**src/rtl/memcpy_engine.sv**
```systemverilog
// Multi-cycle memcpy responder: copies len_words words from src to dst through the
// data-memory port, stalling the pipeline until the copy finishes and pulsing done.
module memcpy_engine #(
    parameter int ADDR_W = 32,
    parameter int DATA_W = 32,
    parameter int LEN_W  = 16
) (
    input  logic              clk,
    input  logic              reset,
    input  logic              start,
    input  logic [ADDR_W-1:0] src_addr,
    input  logic [ADDR_W-1:0] dst_addr,
    input  logic [LEN_W-1:0]  len_words,
    output logic [ADDR_W-1:0] mem_addr,
    output logic              mem_we,
    output logic [DATA_W-1:0] mem_wdata,
    input  logic [DATA_W-1:0] mem_rdata,
    output logic              busy,
    output logic              stall,
    output logic              done,
    output logic [LEN_W-1:0]  words_copied
);

    typedef enum logic [1:0] {
        S_IDLE,
        S_READ,
        S_WRITE,
        S_DONE
    } state_t;

    state_t            state_q, state_d;
    logic [ADDR_W-1:0] src_ptr_q, src_ptr_d;
    logic [ADDR_W-1:0] dst_ptr_q, dst_ptr_d;
    logic [LEN_W-1:0]  cnt_q, cnt_d;
    logic [LEN_W-1:0]  words_copied_q, words_copied_d;

    logic [ADDR_W-1:0] addr_c;
    logic              we_c;
    logic [DATA_W-1:0] wdata_c;
    logic              busy_c;
    logic              stall_c;
    logic              done_c;

    // NOTE: every signal driven here gets a default first, so no path can leave one
    // unassigned and infer a latch.
    always_comb begin
        state_d        = state_q;
        src_ptr_d      = src_ptr_q;
        dst_ptr_d      = dst_ptr_q;
        cnt_d          = cnt_q;
        words_copied_d = words_copied_q;
        addr_c         = '0;
        we_c           = 1'b0;
        wdata_c        = '0;
        busy_c         = 1'b0;
        stall_c        = 1'b0;
        done_c         = 1'b0;

        case (state_q)
            S_IDLE: begin
                if (start) begin
                    stall_c        = 1'b1;
                    src_ptr_d      = {src_addr[ADDR_W-1:2], 2'b00};
                    dst_ptr_d      = {dst_addr[ADDR_W-1:2], 2'b00};
                    cnt_d          = len_words;
                    words_copied_d = '0;
                    state_d        = (len_words == '0) ? S_DONE : S_READ;
                end
            end
            S_READ: begin
                addr_c  = src_ptr_q;
                busy_c  = 1'b1;
                stall_c = 1'b1;
                state_d = S_WRITE;
            end
            S_WRITE: begin
                addr_c         = dst_ptr_q;
                we_c           = 1'b1;
                wdata_c        = mem_rdata;
                busy_c         = 1'b1;
                stall_c        = 1'b1;
                src_ptr_d      = src_ptr_q + ADDR_W'(4);
                dst_ptr_d      = dst_ptr_q + ADDR_W'(4);
                cnt_d          = cnt_q - LEN_W'(1);
                words_copied_d = words_copied_q + LEN_W'(1);
                // Comparing before the decrement keeps cnt from ever wrapping below zero.
                state_d        = (cnt_q <= LEN_W'(1)) ? S_DONE : S_READ;
            end
            S_DONE: begin
                done_c  = 1'b1;
                state_d = S_IDLE;
            end
            default: state_d = S_IDLE;
        endcase
    end

    // Outputs are forced quiet while reset is asserted so an aborted copy issues no write.
    always_comb begin
        mem_addr  = addr_c;
        mem_we    = we_c;
        mem_wdata = wdata_c;
        busy      = busy_c;
        stall     = stall_c;
        done      = done_c;
        if (!reset) begin
            mem_addr  = '0;
            mem_we    = 1'b0;
            mem_wdata = '0;
            busy      = 1'b0;
            stall     = 1'b0;
            done      = 1'b0;
        end
    end

    // NOTE: sequential state uses non-blocking assignments only; reset is sampled on the
    // clock edge, so it belongs inside the clocked block rather than its sensitivity list.
    always_ff @(posedge clk) begin
        if (!reset) begin
            state_q        <= S_IDLE;
            src_ptr_q      <= '0;
            dst_ptr_q      <= '0;
            cnt_q          <= '0;
            words_copied_q <= '0;
        end else begin
            state_q        <= state_d;
            src_ptr_q      <= src_ptr_d;
            dst_ptr_q      <= dst_ptr_d;
            cnt_q          <= cnt_d;
            words_copied_q <= words_copied_d;
        end
    end

    assign words_copied = words_copied_q;

endmodule

```
**config.mk**
```make
export PLATFORM = sky130hd
export DESIGN_NAME = memcpy_engine
export DESIGN_NICKNAME = d
export VERILOG_FILES = /design/src/rtl/memcpy_engine.sv
export SDC_FILE = /design/constraint.sdc
export NUM_CORES = 1
export LEC_CHECK = 0
export BUFFER_PORTS_ARGS = -buffer_cell sky130_fd_sc_hd__buf_2
export CAP_MARGIN = 25
export CORE_MARGIN = 5
export CORE_UTILIZATION = 30
export CTS_CLUSTER_DIAMETER = 150
export CTS_CLUSTER_SIZE = 8
export DETAILED_ROUTE_END_ITERATION = 10
export SYNTH_ARGS = -nofsm -noshare
export SYNTH_HDL_FRONTEND = slang
export SYNTH_SLANG_ARGS = --single-unit
```
**constraint.sdc**
```tcl
create_clock -name clk -period 2.2 [get_ports clk]
set_input_delay 0.33 -clock clk [delete_from_list [all_inputs] [get_ports clk]]
set_output_delay 0.33 -clock clk [all_outputs]
set_load 0.02 [all_outputs]
```
; After elaboration in Yosys (flattened, before gate mapping)
; Cells that the tools add are included.
[classes]
mux = 25
n_eq_ne = 4
n_reduce_logical = 5
add_sub_neg = 4
magnitude_cmp = 1
[ops]
columns = op, count
row1 = 32-bit case mux with 2 select lines, 3
row2 = 32-bit two-way mux, 5
row3 = "32-bit by 3-bit adder with 32-bit output, second input constant", 2
row4 = 16-bit case mux with 2 select lines, 2
row5 = 16-bit two-way mux, 2
row6 = "16-bit by 1-bit adder with 16-bit output, second input constant", 1
row7 = "16-bit by 1-bit <= comparator with 1-bit output, second input constant", 1
row8 = 16-bit zero test, 1
row9 = "16-bit by 1-bit subtractor with 16-bit output, second input constant", 1
row10 = 1-bit two-way mux, 8
row11 = 2-bit case mux with 4 select lines, 1
row12 = 2-bit two-way mux, 3
row13 = "2-bit equality test, second input constant", 2
row14 = "2-bit by 1-bit equality test with 1-bit output, second input constant", 1
row15 = 2-bit zero test, 1
row16 = "2-bit != test, second input constant", 1
row17 = 1-bit case mux with 2 select lines, 1
row18 = 2-bit AND reduction, 1
row19 = 2-bit nonzero test, 1
row20 = 2-bit OR reduction, 1
[word_totals]
wordCells = 44
out_inout_bits = 84
reg_bits = 98
in_bits = 115

; Logic depth before layout (Yosys ltp)
[depth]
word_depth = 4
mapped_depth = 10

; Worst setup path after synthesis
; Ideal clock, no wire load.
[synth_timing]
path_kind = register to output
startpoint = register state_q[0]
endpoint = output mem_addr[10]
path_slack_ns = -0.149
path_stages_with_launch = 9
arrival_time_ns = 2.019
required_time_ns = 1.870
cell_sequence = dfxtp_1 > inv_1 > ha_1 > clkbuf_1 > clkbuf_1 > clkbuf_1 > clkbuf_1 > a22oi_1 > nor2_1
[synth_via]
elab_chain_len = 3
[synth_rtl]
columns = item, line
row1 = "start, declared", 31  ; state_t state_q, state_d;
row2 = "start signal, assigned", 125  ; state_q <= state_d;
row3 = 2-bit equality test or 2-bit by 1-bit equality test with 1-bit output (tied branches), 59  ; case (state_q)
row4 = 32-bit case mux with 2 select lines *, 59
row5 = 32-bit two-way mux *, 105  ; if (!reset) begin
row6 = "end, declared", 14  ; output logic [ADDR_W-1:0] mem_addr,
; Every way passes the cells marked *; elsewhere a longest branch is shown, timed or not.

; Worst setup path after layout
[layout_timing]
startpoint = register state_q[1]
endpoint = output mem_we
[layout_via]
elab_chain_len = 3
[layout_rtl]
columns = item, line
row1 = 2-bit equality test, 59
row2 = 1-bit two-way mux, 59
row3 = 1-bit two-way mux, 105
row4 = "end, declared", 15  ; output logic mem_we,
; No other way between the ends.

==> impl_metrics.toml <==
[run_status]
run_status = "finished clean"

[yosys]
yosys.area.top_type = "dfxtp_1"
async_flop_share = 0
netlist_area_um2 = 6330
syn_avg_cell_area_um2 = 7.23
ys.flop_type = "dfxtp_1"
synth_edf_count = 0
synth_top_area_frac = 0.297
yosysWarnings = 0
synth_commonest_cells = "nor2_1, dfxtp_1, a21oi_1"
yosysMostFrequentCell = "nor2_1"
synth_area_leaders = "dfxtp_1, nor2_1, a21oi_1"
syn_inst = 876
synth-seq-cells = 94
yosysSeqAreaShare = 0.297
ys_types = 67

[finish]
n_antenna_cell = 0
nNetsFinal = 1203
nFillCells = 2207
drive_gt1_frac = 0.307
final_cells = 1358
final_util = 0.404
syn_to_final_growth_pct = 33.2

[setup_path]
crit_fanout = 20
worstSetupPathType = "flop to output port"
worstReg2RegStart = "dst_ptr_q[19]$_SDFFE_PN0P_"
critPathSlowestCell = "dfxtp_1"
crit_arrival_ps = 1780
worstPathRequired_ps = 1870
endpoint_kind = "output port"
timing.rr.end = "dst_ptr_q[25]$_SDFFE_PN0P_"
worstRegToRegCells = 5
worstSetupStartpointType = "flop"
cp_top_family = "buffers and inverters"
path_buf_inv = 4
max_stage_delay_ps = 330
path_cells = "buf_4 > ha_4 > buf_6 > nand2_1 > inv_1 > buf_2"
r2r_slack_ps = 110

[sta]
skew_ps = 11.7
post-route-period-util = 0.958
hold_viol = 0
whs_ps = 233
layout_min_cycle_time_ps = 2110
maxSlewHeadroom = 0.582
finalMaxSlewViolations = 0
grt_setup_unrepaired = "false"
setup_viol = 0
fmax_mhz = 474
worst_pin_slew_ps = 628

[place]
gp_congestion = 0.917
dpl.cell_count = 1338
numPortBuffers = 192
hpwl_um = 18100

[worst_hold_path]
hold_path_depth = 2
hp-class = "input port to flop"
hold_end = "cnt_q[14]$_SDFFE_PN0P_"
worstHoldStart = "len_words[14]"

[pwr]
leakage_nw = 3.52
ir_worst_vdd_uv = 533
p_per_area_nw_per_um2 = 1160
finalPower_mw = 9.81

[grt]
grt_pass1_vias = 6826
antenna_found_initial = 0
grt_pass1_wl_um = 37700
grt_max_degree = 56
grt_use_total = 0.194
grt_overflow = 0

[clock_tree]
cts_sinks = 94
h-tree-depth = 3
clkLatencyLatePin_ps = 360
cts_buffers = 9
cts_tree = "yes"
cts_buffer_depth = 2
clkTransAtPathRegs_ps = 70
holdBufCountCts = 0
cts-root-buf = "clkbuf_16"

[route]
wl_um = 24600
drt_pre_antenna_iters = 6
vias_per_cell = 5.58
ant_nets = 0
post_drt_wl_per_cell_um = 18.1
drc = 0
first_iter_violations = 608
vias = 7576

[die]
initial_core_util = 0.303
dieArea_um2 = 24100
ios = 199
core_area_um2 = 20900
die_w_um = 155
die_h_um = 155
num_rows = 53

[run]
drv_cap = 0
==> state kept, by name (all words and copies together) (netlist names) <==
name          cells
words_copied     16
src_ptr_q        30
state_q           2
dst_ptr_q        30
cnt_q            16
==> metrics by stage <==
stage	TNS, ps	worst slack, ps	area, µm²
6_report	0	92.3	8430
5_1_grt	0	14.6	8430
4_1_cts	0	8.71	8330
3_5_place_dp	0	73.6	8040
3_3_place_gp	0	64.2	8040
2_1_floorplan	-199	-9.97	6400
==> per-layer routing <==
metal | GRT usage | wire, µm | part of all wire | up-vias
li1 | - | - | - | 3671
met1 | 0.278 | 11000 | 0.45 | 3531
met2 | 0.297 | 11100 | 0.45 | 344
met3 | 0.0395 | 2140 | 0.087 | 30
met4 | 0.0488 | 420 | 0.017 | 0
met5 | 0 | 0 | 0 | -
==> layout by cell type (no fill, tap or decap), types with 4 or more instances in the layout <==
master and instances:
nor2_1 80, a211oi_1 10, and4_1 10, nor4_1 15, or4_1 10, dfxtp_1 94, mux2i_1 9, o31ai_1 7
a22oi_1 33, o21a_1 7, mux2_2 4, a311oi_1 6, buf_12 7, buf_4 65, nor2b_1 12, ha_1 7
xor2_1 5, xnor2_1 7, or3_1 10, nand3_1 44, o21ai_0 48, inv_1 15, nor2_2 24, a31oi_1 14
o211ai_1 8, a21oi_1 72, clkbuf_16 10, buf_2 189, and2_1 5, nand4_1 15, nor3_1 25, nand2_1 65
a21o_1 5, o22ai_1 15, and3_1 55
==> worst reg2reg max path, cell delays in order, from the launching register on <==
cell and delay [ps]:
dfxtp_1 420, and3_2 280, nand3_2 150, or4_4 590, or4_1 410, a31oi_1 160
==> power breakdown <==
part	internal, mW	switching (mW)	total, mW
Combinational	2.19	3.19	5.38
Sequential	2.23	0.641	2.87
Clock	0.832	0.730	1.56
Total	5.25	4.57	9.81
==> worst max path at each step <==
stage	from	to	slack (ps)	cells past startpoint
floorplan	state_q[0]$_SDFFE_PN0P_	mem_addr[10]	-10	8
global placement	state_q[0]$_SDFFE_PN0P_	words_copied[6]$_SDFFE_PN0P_	60	7
detailed placement	state_q[0]$_SDFFE_PN0P_	words_copied[6]$_SDFFE_PN0P_	70	7
CTS	state_q[0]$_SDFFE_PN0P_	mem_addr[25]	9	6
global route	state_q[1]$_SDFFE_PN0P_	mem_addr[4]	10	6
finish	state_q[1]$_SDFFE_PN0P_	mem_we	90	6
==> logic make-up after synthesis <==
kind of cell,share of synthesized area
AND/OR/NAND/NOR,0.316
buffers and inverters,0.0579
multiplexers,0.0229
adder cells (fa/ha/maj),0.0198
other,0.000592
AO/OA/AOI/OAI,0.269
XOR/XNOR,0.0166
flip-flops,0.297
==> timing repair <==
action                     in CTS  in global routing
setup endpoints to repair       1                 44
resized for setup               1                 15
gates cloned                    0                  1
setup buffers                   0                  3
pin swaps                       0                  1
==> area by class of cell <==
type                            instances  area (µm²)  area share
Sequential cell                        94        1880       0.223
Multi-Input combinational cell        690        4200       0.499
Inverter                               18        67.6     0.00801
Clock buffer                           12         256      0.0304
Tap cell                              275         344      0.0408
Timing Repair Buffer                  265        1650       0.196
Clock inverter                          4        28.8     0.00341
Power figures use the tool's default switching activity.
